--- config.mk ---
export PLATFORM = sky130hd
export DESIGN_NAME = decoder_n_seq
export DESIGN_NICKNAME = d
export VERILOG_FILES = /design/src/rtl/decoder_n_seq.sv
export SDC_FILE = /design/constraint.sdc
export NUM_CORES = 1
export LEC_CHECK = 0
export CORE_UTILIZATION = 28
export CTS_CLUSTER_SIZE = 24
export DETAILED_ROUTE_END_ITERATION = 8
export SLEW_MARGIN = 10
export SYNTH_ARGS = -nofsm -noshare
export SYNTH_HDL_FRONTEND = slang
export SYNTH_SLANG_ARGS = --single-unit
--- constraint.sdc ---
create_clock -name clk -period 3.7 [get_ports clk]
set_input_delay 0.37 -clock clk [delete_from_list [all_inputs] [get_ports clk]]
set_output_delay 0.37 -clock clk [all_outputs]
set_load 0.05 [all_outputs]
--- src/rtl/decoder_n_seq.sv ---
// Registered binary-to-one-hot decoder with latch, pulse and scan modes.
// Optional range_err output enabled by defining DEC_RANGE_ERR_EN.
module decoder_n_seq #(
    parameter int SEL_W    = 2,
    parameter int NUM_OUT  = 4,
    parameter int SCAN_DIV = 4
) (
    input  logic               clk,
    input  logic               rst,
    input  logic               enable,
    input  logic               sel_valid,
    input  logic [SEL_W-1:0]   sel,
    input  logic [1:0]         mode,
    output logic [NUM_OUT-1:0] y,
    output logic               y_valid,
    output logic               scan_wrap
`ifdef DEC_RANGE_ERR_EN
    ,
    output logic               range_err
`endif
);

    typedef enum logic [1:0] {
        MODE_LATCH = 2'b00,
        MODE_PULSE = 2'b01,
        MODE_SCAN  = 2'b10,
        MODE_RSVD  = 2'b11
    } mode_e;

    localparam logic [15:0]      PRE_LAST = 16'(SCAN_DIV - 1);
    localparam logic [SEL_W-1:0] IDX_LAST = SEL_W'(NUM_OUT - 1);
    localparam logic [SEL_W:0]   SEL_LIM  = (SEL_W + 1)'(NUM_OUT);

    mode_e              mode_in, mode_q, mode_d;
    logic [SEL_W-1:0]   idx_q, idx_d;
    logic [15:0]        pre_q, pre_d;
    logic [NUM_OUT-1:0] y_d;
    logic               wrap_d;
    logic               accept, in_range, mode_chg;
`ifdef DEC_RANGE_ERR_EN
    logic               err_d;
`endif

    function automatic logic [NUM_OUT-1:0] onehot(input logic [SEL_W-1:0] i);
        logic [NUM_OUT-1:0] r;
        r = '0;
        for (int unsigned k = 0; k < NUM_OUT; k++)
            if (i == SEL_W'(k)) r[k] = 1'b1;
        return r;
    endfunction

    assign mode_in = mode_e'(mode);

    // State register; mode_q resets to reserved so scan after reset counts as entry.
    always_ff @(posedge clk) begin
        if (rst) begin
            mode_q    <= MODE_RSVD;
            idx_q     <= '0;
            pre_q     <= '0;
            y         <= '0;
            y_valid   <= 1'b0;
            scan_wrap <= 1'b0;
`ifdef DEC_RANGE_ERR_EN
            range_err <= 1'b0;
`endif
        end else begin
            mode_q    <= mode_d;
            idx_q     <= idx_d;
            pre_q     <= pre_d;
            y         <= y_d;
            y_valid   <= |y_d;
            scan_wrap <= wrap_d;
`ifdef DEC_RANGE_ERR_EN
            range_err <= err_d;
`endif
        end
    end

    always_comb begin
        accept   = enable & sel_valid;
        in_range = {1'b0, sel} < SEL_LIM;
        mode_chg = mode_in != mode_q;
        mode_d   = mode_q;
        idx_d    = idx_q;
        pre_d    = pre_q;
        y_d      = '0;
        wrap_d   = 1'b0;
`ifdef DEC_RANGE_ERR_EN
        err_d    = accept & ~in_range & (mode_in != MODE_RSVD);
`endif
        // Mode is only tracked while enabled so a change made while disabled
        // is still seen as a mode change once enable returns.
        if (enable) begin
            mode_d = mode_in;
            unique case (mode_in)
                MODE_LATCH: begin
                    if (accept)         y_d = in_range ? onehot(sel) : '0;
                    else if (!mode_chg) y_d = y;
                end
                MODE_PULSE: begin
                    if (accept && in_range) y_d = onehot(sel);
                end
                MODE_SCAN: begin
                    if (accept && in_range) begin
                        idx_d = sel;
                        pre_d = '0;
                    end else if (mode_chg) begin
                        idx_d = '0;
                        pre_d = '0;
                    end else if (pre_q == PRE_LAST) begin
                        pre_d = '0;
                        if (idx_q == IDX_LAST) begin
                            idx_d  = '0;
                            wrap_d = 1'b1;
                        end else begin
                            idx_d = idx_q + 1'b1;
                        end
                    end else begin
                        pre_d = pre_q + 16'd1;
                    end
                    y_d = onehot(idx_d);
                end
                default: ;
            endcase
        end
    end

endmodule
==> results summary <==
The post-CTS resize count is 0. The largest net degree at the start of global routing came out at 16. For this configuration, the core starts out at a cell density of 0.300. At the worst endpoint, the required time is around 3900 ps. The area of the die is 5110 um^2. Ranked by instance count, the synthesized netlist is headed by 26 x sky130_fd_sc_hd__dfxtp_1, 18 x sky130_fd_sc_hd__nor2_1, 14 x sky130_fd_sc_hd__nand2_1.

The number of enable flip-flop cells after synthesis is 0. Setup repair after global routing left no endpoint under its margin. The number of design-rule violations left by the first detailed-router iteration is 40. The data arrival time of the critical path came out at between 2000 and 3000 ps. The tool flagged a number of max-cap violations equal to 0. The I/O pin total is 14. The post-detailed-routing wire length is approximately 2600 um. The total routing resource utilization after global routing is 0.111.

The number of nets in the finished design is 177. The gate count of the mapped netlist came out at 151. The clock-pin slew of the registers on the worst-case setup and hold paths came out at 80 ps. The repair_antennas step left the layout with diodes totalling 0. Dividing the detail-routed wire length by the instance count gives approximately 12 um. The number of sinks driven by the clock tree came out at 26.

The top cell type by total area after synthesis is sky130_fd_sc_hd__dfxtp_1. The post-CTS setup-driven buffer insertion count is 0. The total of buffers placed on input and output ports came out at 13. Yosys attributes the largest share of cell area to sky130_fd_sc_hd__dfxtp_1 38%, sky130_fd_sc_hd__xor2_1 7.1%, sky130_fd_sc_hd__nor2_1 5.0%. In the routed design, unresolved DRC markers number 0. The worst setup path is captured at a flip-flop.

sky130_fd_sc_hd__dfxtp_1 is the most common cell in the netlist. In the final timing run, aggregate negative setup slack is 0 ps. The share of the core filled with cells is 0.353.

The maximum VDD drop is between 0.1 and 0.15 mV. The area growth from synthesis to final layout is 17.5%. The routability congestion estimate is approximately 0.78. When the netlist entered floorplanning its net count stood at ~160.

The share of the Yosys chip area taken by registers is 0.385. The number of rows created at floorplan came out at 24. The root buffer cell is sky130_fd_sc_hd__clkbuf_8. The H-tree level count is 1. The worst-margin pin slew came out at approximately 510 ps. The number of antenna violations at the first check in global routing came out at 0. The number of buffers created by CTS came out at 3.

The leakage power figure is roughly 0.60 nW. The number of optimization iterations in the first detailed-route pass is 4. The area share of the largest cell type after synthesis is 0.385. In this run, post-CTS hold repair placed 0 buffers.

The synthesized area per cell came out at approximately 9.0 um^2. For the worst-skew pair, the clock arrives at the later sink with an insertion delay of 270 ps. The first-pass GRT wire length is about 4600 um.

The count of distinct cell types in the synthesized netlist came out at between 40 and 50. The ratio of routed vias to standard cells is between 4 and 5. The share of layout cells above drive strength 1 is 0.114. The die boundary height came out at around 72 um.

The normalized max-slew margin came out at 0.660. By startpoint and endpoint, the worst setup path is classified as in2reg. For the final database, setup skew stands at approximately 4.5 ps.

The core area is roughly 4500 um^2. Yosys printed 0 warnings. The routed length on met2 is ~1100 um. The met3 layer wire length in the routed design came out at about 49 um.

After synthesis the cells add up to around 1400 um^2. From left edge to right edge, the die measures a little over 70 um. The final number of setup-violating endpoints is 0. TritonCTS built the clock tree.

For this run, asynchronously set or reset flops after synthesis account for 0. The number of synthesized register bits is 26. The worst min-delay path class is reg2reg. The hold violation total from the final report is 0.

In this run the remaining antenna-violating nets after routing total 0. The share of the cycle needed by the critical path after routing came out at 0.669. STA classifies the critical path startpoint as an input pin. Power spread over the standard cell area amounts to roughly 330 nW/um^2.

The total number of vias is about 1.1k. In the synthesized netlist the dominant register cell turns out to be sky130_fd_sc_hd__dfxtp_1. The total of fill cells in the finished design is 460. The run finished with clean final reports. In this run the worst path has a maximum fanout of 14.

The met1 wire length came out at about 1400 um. The via count of the first global-routing pass is a little over 1k. The number of slew-limit violations in the final report is 0. For this run the aggregate overflow at the end of global routing stands at 0. The detailed router used layers up to and including met4.

Based on the critical path, the design can be clocked at up to just over 400 MHz. The maximum count of clock buffers along a single path came out at 2. Detailed placement finished with a half-perimeter wire length of between 1500 and 2000 um. The post-route minimum period is ~2500 ps.
==> state kept, by name, indices dropped and copies added (netlist names) <==
register   count
pre_q         16
y_valid        1
y              4
idx_q          2
mode_q         2
scan_wrap      1
==> routing by layer <==
layer	vias to the layer above	global-route usage
met5	-	0
met1	481	0.155
li1	577	-
met2	8	0.172
met3	4	0.0211
met4	0	0.0392
==> worst max-delay path, stage by stage <==
cell and delay (ps):
sky130_fd_sc_hd__clkdlybuf4s50_1 740, sky130_fd_sc_hd__xnor2_1 180, sky130_fd_sc_hd__nand3_1 190, sky130_fd_sc_hd__nor4_2 370
sky130_fd_sc_hd__nor3_4 100, sky130_fd_sc_hd__and3_1 180, sky130_fd_sc_hd__or4_1 480
==> through the flow <==
step           hold slack (ps)  cells  setup slack [ps]  instance area (um^2)  power (mW)
5_1_grt                    545    218              1080                  1590       0.551
2_1_floorplan              439    151              1580                  1350       0.331
6_report                   495    218              1220                  1590       0.527
3_3_place_gp               476    214               979                  1530       0.351
4_1_cts                    499    218              1220                  1590       0.536
3_5_place_dp               486    214               940                  1530       0.350
==> cell type report <==
class                   instances  area [um^2]  area share
repair buffers                 14          138      0.0866
well taps                      52         65.1      0.0409
multi-input cells             119          800       0.503
clock buffers                   4         55.1      0.0346
flip-flops and latches         26          520       0.328
inverters                       3         11.3     0.00709
==> power breakdown <==
part           switching, mW  internal (mW)
Clock                 0.0881         0.0952
Sequential           0.00379          0.284
Combinational         0.0319         0.0240
==> cells by family (layout without fill, tap and decap cells) <==
| logic type | after synthesis | after routing | share of synthesized area |
|---|---|---|---|
| DFF | 26 | 26 | 0.385 |
| adders and majority gates | 2 | 2 | 0.0185 |
| xor gates and xnor gates | 14 | 14 | 0.0907 |
| AOI/OAI and AO/OA | 26 | 26 | 0.130 |
| muxes | 2 | 2 | 0.0185 |
| buffers and inverters | 6 | 21 | 0.0240 |
| and+or+nand+nor | 75 | 75 | 0.333 |
==> placed cells by master, fill, tap and decap left out, drive strengths merged <==
| cell type | count |
|---|---|
| dfxtp | 26 |
| nor2 | 18 |
| nand2 | 14 |
| clkdlybuf4s50 | 13 |
| xor2 | 11 |
| and3 | 10 |
| a21oi | 7 |
| nand4 | 7 |
| o21ai | 5 |
| nor3 | 5 |
| clkbuf | 4 |
| or3 | 4 |
| nor4 | 4 |
| inv | 3 |
| xnor2 | 3 |
| a211oi | 3 |
| nand3 | 2 |
| a22oi | 2 |
| nand2b | 2 |
| nand3b | 2 |
| nor2b | 2 |
| a211o | 2 |
| ha | 2 |
| nor4b | 2 |
| a21o | 2 |
| mux2i | 1 |
| o22a | 1 |
| and3b | 1 |
| mux2 | 1 |
| a31oi | 1 |
| or2 | 1 |
| o211ai | 1 |
| a32oi | 1 |
| o31ai | 1 |
| or4 | 1 |
| buf | 1 |
==> final timing paths <==
path / slack (ps) / cells past startpoint / end / startpoint
max: 1220 / 7 / y_valid / mode[1]
min: 500 / 2 / pre_q[1] / pre_q[1]
max reg2reg: 1320 / 7 / y_valid / pre_q[0]
min reg2reg: 500 / 2 / pre_q[1] / pre_q[1]
(Power assumes the default switching activity.)
